===== src/rtl/arcade_input_ctrl.sv =====
// arcade_input_ctrl: player-input and DIP/game-select front end for the SNK
// arcade cores. Synchronises hps_io joystick words, builds active-low player
// words with SOCD cleanup and fixed-width coin pulses, tracks a pause toggle
// and captures DIP switch / game-select bytes from the ioctl download bus.
module arcade_input_ctrl #(
   parameter int                   NUM_PLAYERS  = 2,
   parameter int                   NUM_DSW      = 2,
   parameter logic [NUM_DSW*8-1:0] DSW_DEFAULT  = '1,
   parameter logic [7:0]           DSW_INDEX    = 8'd254,
   parameter logic [7:0]           GAME_INDEX   = 8'd1,
   parameter int                   COIN_CYC     = 1072000,
   parameter bit                   SOCD_NEUTRAL = 1'b1
) (
   input  logic                     clk_sys,
   input  logic                     reset,
   input  logic                     inputs_en,
   input  logic [NUM_PLAYERS*16-1:0] joystick,
   input  logic                     ioctl_wr,
   input  logic [7:0]               ioctl_index,
   input  logic [24:0]              ioctl_addr,
   input  logic [7:0]               ioctl_dout,
   output logic [NUM_PLAYERS*16-1:0] player_out,
   output logic [NUM_DSW*8-1:0]     dsw,
   output logic                     dsw_valid,
   output logic [7:0]               game,
   output logic                     game_valid,
   output logic                     pause
);

   localparam int CW = $clog2(COIN_CYC + 1);
   localparam int JW = NUM_PLAYERS * 16;

   typedef enum logic [1:0] {
      COIN_IDLE,
      COIN_ACTIVE,
      COIN_HOLD
   } coin_state_t;

   logic [JW-1:0]          sync1;
   logic [JW-1:0]          sync2;
   logic [JW-1:0]          prev;
   logic [NUM_PLAYERS-1:0] pause_rise;
   logic [NUM_DSW-1:0]     dsw_written;
   logic                   dsw_hit;
   logic                   game_hit;

   // Two-stage synchroniser plus the previous stage-2 value for edge detection;
   // these keep tracking even while inputs are disabled.
   always_ff @(posedge clk_sys or posedge reset) begin
      if (reset) begin
         sync1 <= '0;
         sync2 <= '0;
         prev  <= '0;
      end else begin
         sync1 <= joystick;
         sync2 <= sync1;
         prev  <= sync2;
      end
   end

   for (genvar g = 0; g < NUM_PLAYERS; g++) begin : g_player
      logic [15:0] cur;
      logic [15:0] old;
      coin_state_t state;
      coin_state_t state_next;
      logic [CW-1:0] cnt;
      logic [CW-1:0] cnt_next;
      logic coin_low;
      logic up;
      logic down;
      logic left;
      logic right;
      logic [15:0] word;

      assign cur = sync2[16*g +: 16];
      assign old = prev[16*g +: 16];
      assign pause_rise[g] = cur[9] & ~old[9];
      assign player_out[16*g +: 16] = word;

      // Coin pulse state register.
      always_ff @(posedge clk_sys or posedge reset) begin
         if (reset) begin
            state <= COIN_IDLE;
            cnt   <= '0;
         end else begin
            state <= state_next;
            cnt   <= cnt_next;
         end
      end

      // Coin next-state: coin_low is the value coin_n takes at the next edge.
      always_comb begin
         state_next = state;
         cnt_next   = cnt;
         coin_low   = 1'b0;
         if (!inputs_en) begin
            state_next = COIN_IDLE;
            cnt_next   = '0;
         end else begin
            case (state)
               COIN_IDLE: begin
                  if (cur[8] && !old[8]) begin
                     state_next = COIN_ACTIVE;
                     cnt_next   = CW'(COIN_CYC);
                     coin_low   = 1'b1;
                  end
               end
               COIN_ACTIVE: begin
                  if (cnt == CW'(1)) begin
                     cnt_next   = '0;
                     state_next = cur[8] ? COIN_HOLD : COIN_IDLE;
                  end else begin
                     cnt_next = cnt - CW'(1);
                     coin_low = 1'b1;
                  end
               end
               COIN_HOLD: begin
                  if (!cur[8]) state_next = COIN_IDLE;
               end
               default: begin
                  state_next = COIN_IDLE;
                  cnt_next   = '0;
               end
            endcase
         end
      end

      // Direction cleanup: opposing pairs cancel when SOCD_NEUTRAL is set.
      always_comb begin
         up    = cur[3] & ~(SOCD_NEUTRAL & cur[2]);
         down  = cur[2] & ~(SOCD_NEUTRAL & cur[3]);
         right = cur[0] & ~(SOCD_NEUTRAL & cur[1]);
         left  = cur[1] & ~(SOCD_NEUTRAL & cur[0]);
      end

      // Registered active-low player word; idle while inputs are disabled.
      always_ff @(posedge clk_sys or posedge reset) begin
         if (reset) begin
            word <= '1;
         end else if (!inputs_en) begin
            word <= '1;
         end else begin
            word <= {2'b11, ~up, ~down, ~right, ~left, ~cur[10],
                     (g == 0) ? ~cur[11] : 1'b1, 3'b111,
                     ~cur[6], ~cur[5], ~cur[4], ~cur[7], ~coin_low};
         end
      end
   end

   // Pause toggles once per cycle in which any player shows a rising edge.
   always_ff @(posedge clk_sys or posedge reset) begin
      if (reset) begin
         pause <= 1'b0;
      end else if (!inputs_en) begin
         pause <= 1'b0;
      end else if (|pause_rise) begin
         pause <= ~pause;
      end
   end

   assign dsw_hit  = ioctl_wr && (ioctl_index == DSW_INDEX);
   assign game_hit = ioctl_wr && (ioctl_index == GAME_INDEX) && (ioctl_addr == '0);

   for (genvar k = 0; k < NUM_DSW; k++) begin : g_dsw
      // DIP byte k capture and its written flag.
      always_ff @(posedge clk_sys or posedge reset) begin
         if (reset) begin
            dsw[8*k +: 8]  <= DSW_DEFAULT[8*k +: 8];
            dsw_written[k] <= 1'b0;
         end else if (dsw_hit && ioctl_addr == 25'(k)) begin
            dsw[8*k +: 8]  <= ioctl_dout;
            dsw_written[k] <= 1'b1;
         end
      end
   end

   // DIP-valid flag and game-select capture.
   always_ff @(posedge clk_sys or posedge reset) begin
      if (reset) begin
         dsw_valid  <= 1'b0;
         game       <= '0;
         game_valid <= 1'b0;
      end else begin
         dsw_valid <= &dsw_written;
         if (game_hit) begin
            game       <= ioctl_dout;
            game_valid <= 1'b1;
         end
      end
   end

endmodule


===== config.mk =====
export PLATFORM = sky130hd
export DESIGN_NAME = arcade_input_ctrl
export DESIGN_NICKNAME = d
export VERILOG_FILES = /design/src/rtl/arcade_input_ctrl.sv
export SDC_FILE = /design/constraint.sdc
export NUM_CORES = 1
export LEC_CHECK = 0
export ABC_CLOCK_PERIOD_IN_PS = 9800
export BUFFER_PORTS_ARGS = -buffer_cell sky130_fd_sc_hd__buf_2
export CAP_MARGIN = 30
export CORE_MARGIN = 3
export CORE_UTILIZATION = 30
export CTS_BUF_LIST = sky130_fd_sc_hd__clkbuf_8
export DETAILED_ROUTE_END_ITERATION = 7
export GPL_TIMING_DRIVEN = 1
export HOLD_SLACK_MARGIN = 0.05
export PLACE_DENSITY_LB_ADDON = 0.08
export SYNTH_ARGS = -nofsm -noshare
export SYNTH_HDL_FRONTEND = slang
export SYNTH_SLANG_ARGS = --single-unit

===== constraint.sdc =====
create_clock -name clk_sys -period 9.8 [get_ports clk_sys]
set_clock_uncertainty 0.1 [all_clocks]
set_input_delay 0.98 -clock clk_sys [delete_from_list [all_inputs] [get_ports clk_sys]]
set_output_delay 0.98 -clock clk_sys [all_outputs]
set_load 0.01 [all_outputs]

==> results of run 1 <==
[worst max-delay path by stage]
stage	from	end	cells after the start
after CTS	ioctl_addr[9]	game[4]	6
after floorplan	reset	dsw_valid	1
after detailed placement	ioctl_addr[9]	game[4]	6
final	ioctl_addr[9]	game[4]	6
after global routing	g_player[0].cnt[2]	g_player[0].cnt[15]	5
after global placement	ioctl_addr[9]	game[4]	6
[state kept, by name, summed over array words and instances, names as in the netlist]
| name | count |
|---|---|
| g_player.cnt | 42 |
| sync1 | 23 |
| sync2 | 23 |
| g_player.word | 21 |
| dsw | 16 |
| game | 8 |
| g_player.state | 4 |
| prev | 4 |
| dsw_written | 2 |
| dsw_valid | 1 |
| game_valid | 1 |
| pause | 1 |
[report_power, final]
group,switching [mW],leakage (nW),internal (mW)
Sequential,0.0545,1.76,0.659
Clock,0.251,0.181,0.182
Combinational,0.165,1.29,0.110
[layout make-up]
type	instances	area (sq um)	share of cell area
Clock inverter	15	123	0.0174
Sequential cell	146	3700	0.524
Timing Repair Buffer	120	613	0.0868
Clock buffer	17	234	0.0331
Multi-Input combinational cell	312	1980	0.280
Tap cell	260	325	0.0461
Inverter	22	87.6	0.0124
[logic make-up after synthesis]
family / count (synthesis) / synth area share
and+or+nand+nor: 161 / 0.157
DFF: 146 / 0.630
buffers and inverters: 51 / 0.0409
xor gates and xnor gates: 2 / 0.00298
other: 1 / 0.000638
muxes: 25 / 0.0477
adders and majority gates: 4 / 0.00852
AOI/OAI and AO/OA: 109 / 0.112
[per-layer routing]
layer	global-route usage	part of all wire	vias up
met4	0.0375	0.011	2
met5	0	0.00098	-
met3	0.0554	0.084	12
met1	0.164	0.45	2015
li1	-	-	2012
met2	0.196	0.46	129
[placed cells by master, fill, tap and decap left out, types with 17 or more instances in the layout]
cell	Yosys	routed
nand2_1	31	31
clkbuf_8	0	17
buf_2	2	115
a21oi_1	32	31
mux2_2	24	24
o21ai_0	30	30
nor2_1	21	21
dfstp_2	37	37
inv_1	22	22
dfrtp_1	109	109
[worst max-delay path, delay by kind of cell]
kind / cells / cell delay (ns)
AND/OR/NAND/NOR: 4 / 1.78
multiplexers: 1 / 0.36
buffers and inverters: 1 / 0.10
==> summary.txt, run 1 <==
Outcome
  • Outcome: finished, final reports clean

Power and ir drop
  • Leak pwr: 3.23 nW
  • Pwr Density: 201 nW/um^2
  • Maximum vdd ir drop: 0.0000851 V
  • Post-route total power: 1.42 mW

Clocking
  • CTS tree: done
  • Root buffer cell: clkbuf_8
  • Worst-Skew Late Latency: 0.44 ns
  • Max clock buf depth: 2
  • CTS Buf Count: 17
  • H-tree depth: 4
  • Clk sinks: 146
  • Hold buffers post-CTS: 0
  • Gates resized, CTS repair: 0
  • Setup Fix Bufs, Post-CTS: 0
  • CTS clk-pin slew, worst paths: 0.09 ns

Worst hold path
  • Hold EP: sync2[23]
  • Hold crit path type: flip-flop to flip-flop
  • Hold path start: sync1[23]
  • Worst hold path stage count: 0

GRT
  • Total track usage: 0.127
  • First-pass GRT wire length: 22,000 um
  • GR Overflow Total: 0
  • Initial antenna violation count: 1
  • Largest net degree at the start of global routing: 90
  • Vias in the first global route: 4,316

Place
  • DPL Wire Length: 9060 um
  • Placed cells: 860
  • Placed Area: 6700 sq um
  • GP Congestion: 0.835
  • PortBufs: 115
  • Placement Setup Slack: 6.33 ns

Die
  • Die H: 146 um
  • Rows: 50
  • Initial core utilization: 0.310
  • Core area: 19,000 sq um
  • Chip width: 146 um
  • Full die area: 21,300 sq um
  • I/O pin total: 136

Drt
  • Avg WL per Cell: 14.8 um
  • Via-to-Cell Ratio: 4.67
  • Number of remaining DRC errors: 0
  • Vias after detailed routing: 4,170
  • Initial drt markers: 182
  • Pre-antenna DRT Iters: 4
  • Routed Antenna Nets: 0
  • Routed wire length: 13,200 um

Synthesis
  • Main flop type after synthesis: dfrtp_1
  • Most frequent cells after synthesis: dfrtp_1 (109), dfstp_2 (37), a21oi_1 (32)
  • Seq/Total Area, Yosys: 0.630
  • Area share of the largest cell type after synthesis: 0.464
  • Yosys top cell by area: dfrtp_1
  • Asr flop ratio synth: 1.00
  • Synth Instances: 499
  • Post-synth EDFFs: 0
  • Synth top area cells: dfrtp_1 (46%), dfstp_2 (17%), mux2_2 (4.6%)
  • Seq cells post-synth: 146
  • Cell Area, Synth: 5880 sq um
  • Yosys warns: 0
  • Count leader, synth: dfrtp_1
  • Post-synth cell types: 55
  • Avg Inst Size Synth: 11.8 sq um

Cells and area
  • Layout cells sized above 1: 0.356
  • Ant. Diodes: 0
  • Synth-to-Final Area Change: 20.1%
  • # fillers: 1,890
  • Post-route cell area: 7060 sq um
  • Utilization after layout: 0.372
  • Nets: 700
  • Finished Layout Cells: 892

STA
  • Maximum clock rate: 335 MHz
  • Max Slew Vio Count: 0
  • Final Cycle Share: 0.305
  • Total negative slack: 0 ns
  • Final setup fails: 0
  • Min setup slack post-route: 6.81 ns
  • Worst-Margin Slew: 1.03 ns
  • Post-route minimum period: 2.99 ns
  • Relative slew slack: 0.307
  • RSZ-0062 raised after global routing: false
  • Minimum hold slack: 0.253 ns
  • Hold Fails Final Rpt: 0

Run
  • Max Cap Violations: 0

Setup path
  • Setup slack, reg-to-reg: 6.92 ns
  • Worst path max stage delay: 0.77 ns
  • Critical path fanouts, max: 9
  • Most used cell along the critical path: or4_1
  • Crit. End Element: flip-flop
  • Reg-to-reg startpoint: g_player[0].cnt[2]
  • Crit Path Category: input port to flip-flop
  • CP max stage cell: or4_1
  • Worst Reg-to-Reg Cells: 5
  • Worst EP arrival: 3.22 ns
  • Critical path, cell by cell: buf_2, nor4_1, nand3_1, or4_1, or4_1, mux2_2
  • CP required: 10.04 ns
  • Worst setup SP type: input port
  • RR Endpoint: g_player[0].cnt[15]
Power figures use the tool's default switching activity.
==> inputs of run 2 (changes only) <==
--- a/config.mk
+++ b/config.mk
@@ -5,7 +5,7 @@
 export SDC_FILE = /design/constraint.sdc
 export NUM_CORES = 1
 export LEC_CHECK = 0
-export ABC_CLOCK_PERIOD_IN_PS = 9800
+export ABC_CLOCK_PERIOD_IN_PS = 3100
 export BUFFER_PORTS_ARGS = -buffer_cell sky130_fd_sc_hd__buf_2
 export CAP_MARGIN = 30
 export CORE_MARGIN = 3
==> constraint.sdc (replaced) <==
create_clock -name clk_sys -period 3.1 [get_ports clk_sys]
set_clock_uncertainty 0.1 [all_clocks]
set_input_delay 0.31 -clock clk_sys [delete_from_list [all_inputs] [get_ports clk_sys]]
set_output_delay 0.31 -clock clk_sys [all_outputs]
set_load 0.01 [all_outputs]
==> run 2 against run 1 <==
  * Die area unchanged
  * Sequential share of layout area down 3.2 points
  * Power rose to 3.3 times the previous value
  * Register-to-register slack worse by 6.4 ns
  * Hold slack worse by 0.16 ns
  * Final cell count up 4.6%
  * First-iteration DRC count up 18%
  * Critical endpoint is now g_player[1].cnt[19]
  * Largest cell class unchanged
==> summary.txt, run 2 (synthesis results as in run 1) <==
Outcome
  • Outcome: finished, final reports clean

Power and ir drop
  • Post-route total power: 4.73 mW
  • Leak pwr: 3.43 nW
  • Maximum vdd ir drop: 0.000224 V
  • Pwr Density: 629 nW/um^2

Worst hold path
  • Worst hold path stage count: 3
  • Hold path start: inputs_en
  • Hold crit path type: input port to flip-flop

Die
  • Chip width: 146 um
  • Die H: 146 um
  • Initial core utilization: 0.310
  • Full die area: 21,300 sq um
  • I/O pin total: 136
  • Core area: 19,000 sq um
  • Rows: 50

Clocking
  • Worst-Skew Late Latency: 0.44 ns
  • CTS clk-pin slew, worst paths: 0.09 ns
  • Clk sinks: 146
  • Root buffer cell: clkbuf_8
  • CTS Buf Count: 17
  • Gates resized, CTS repair: 0
  • Setup Fix Bufs, Post-CTS: 0
  • CTS tree: done
  • Max clock buf depth: 2
  • H-tree depth: 4

GRT
  • Total track usage: 0.127
  • Largest net degree at the start of global routing: 92
  • GR Overflow Total: 0
  • Vias in the first global route: 4,337
  • Initial antenna violation count: 0
  • First-pass GRT wire length: 21,800 um

Setup path
  • Reg-to-reg startpoint: g_player[1].cnt[9]
  • Most used cell along the critical path: or4_4
  • Critical path, cell by cell: or4_4, or4_1, or4_4, a21oi_1, o21bai_1
  • CP required: 3.33 ns
  • CP delay by family, top: simple AND/OR/NAND/NOR gates
  • Worst path max stage delay: 0.69 ns
  • Crit. End Element: flip-flop
  • Worst EP arrival: 2.83 ns
  • Critical path fanouts, max: 7
  • CP Launch Point: g_player[1].cnt[9]
  • Worst setup SP type: flip-flop
  • Buf/Inv on CP: 0
  • WP depth: 5
  • Worst Reg-to-Reg Cells: 5
  • Crit Path Category: flip-flop to flip-flop
  • CP max stage cell: or4_1

STA
  • Final setup fails: 0
  • Min setup slack post-route: 0.500 ns
  • Maximum clock rate: 385 MHz
  • Total negative slack: 0 ns
  • Hold Fails Final Rpt: 0
  • Max Slew Vio Count: 0
  • Relative slew slack: 0.541
  • Minimum hold slack: 0.0953 ns
  • Final Cycle Share: 0.839
  • Worst-Margin Slew: 0.683 ns
  • Post-route minimum period: 2.60 ns
  • RSZ-0062 raised after global routing: false

Cells and area
  • Nets: 741
  • Most common cell after layout, fill and taps aside: buf_2
  • Layout cells sized above 1: 0.348
  • Utilization after layout: 0.396
  • Finished Layout Cells: 933
  • Max reg flops: 42
  • Sequential Area: 3700 sq um
  • Most frequent cells in the layout: buf_2 (115), dfrtp_1 (109), dfstp_2 (37), a21oi_1 (32), dlygate4sd3_1 (32)
  • # fillers: 1,831
  • Largest regs: g_player.cnt: 42 flops, sync1: 23 flops, sync2: 23 flops
  • Largest reg by FF count: g_player.cnt
  • Synth-to-Final Area Change: 27.9%
  • Post-route cell area: 7510 sq um
  • Multi-input logic area: 1970 sq um
  • Ant. Diodes: 0

Drt
  • Vias after detailed routing: 4,304
  • Initial drt markers: 214
  • Number of remaining DRC errors: 0
  • Avg WL per Cell: 14.1 um
  • Routed wire length: 13,100 um
  • Pre-antenna DRT Iters: 4
  • Via-to-Cell Ratio: 4.61
  • Routed Antenna Nets: 0

Place
  • GP Congestion: 0.788
  • Placed cells: 869
  • Placement Setup Slack: 0.497 ns
  • Placed Area: 6780 sq um
  • PortBufs: 115
  • DPL Wire Length: 9170 um

Run
  • Max Cap Violations: 0
-- run 2: cell types whose count changed in the layout (fill, tap and decap cells not counted), moves of 2 or more --
| cell | previous run | this run |
|---|---|---|
| inv_6 | 6 | 4 |
| clkinv_8 | 0 | 2 |
| buf_4 | 5 | 13 |
| inv_8 | 3 | 6 |
| dlygate4sd3_1 | 0 | 32 |
| clkinv_2 | 2 | 0 |
-- run 2: worst paths after layout --
check / slack (ns) / endpoint
worst min register to register: 0.25 / sync2[7]
worst min-delay path: 0.1 / g_player[0].cnt[12]
min in group asynchronous: 0.38 / g_player[0].cnt[16]
worst max register to register: 0.50 / g_player[1].cnt[19]
max in group asynchronous: 1.66 / g_player[0].word[9]
worst max-delay path: 0.50 / g_player[1].cnt[19]
-- run 2: where the power goes --
group | switching, mW | leakage [nW] | total, mW | internal, mW
logic | 0.524 | 1.46 | 0.928 | 0.404
registers | 0.173 | 1.76 | 2.26 | 2.08
clock network | 0.854 | 0.205 | 1.54 | 0.690
-- run 2: worst reg2reg max path: stages (launching register included) --
cell,delay (ns)
dfrtp_1,0.43
or4_4,0.57
or4_1,0.69
or4_4,0.48
a21oi_1,0.16
o21bai_1,0.07
-- run 2: metal layers --
layer	track usage	up-vias	wire, um
met2	0.202	113	6150
li1	-	2094	-
met3	0.0464	6	910
met5	0	-	0
met4	0.0366	0	125
met1	0.162	2091	5960
-- run 2: cell type report --
type                    count  share of cell area
flip-flops and latches    146               0.493
multi-input cells         312               0.263
repair buffers            161               0.135
well taps                 260              0.0433
clock buffers              17              0.0311
clock inverters            15              0.0240
inverters                  22              0.0115
-- run 2: timing repair --
| item | CTS | global route |
|---|---|---|
| endpoints found under the hold margin | 66 | 0 |
| setup endpoints to repair | 0 | 0 |
| hold buffers | 32 | 0 |
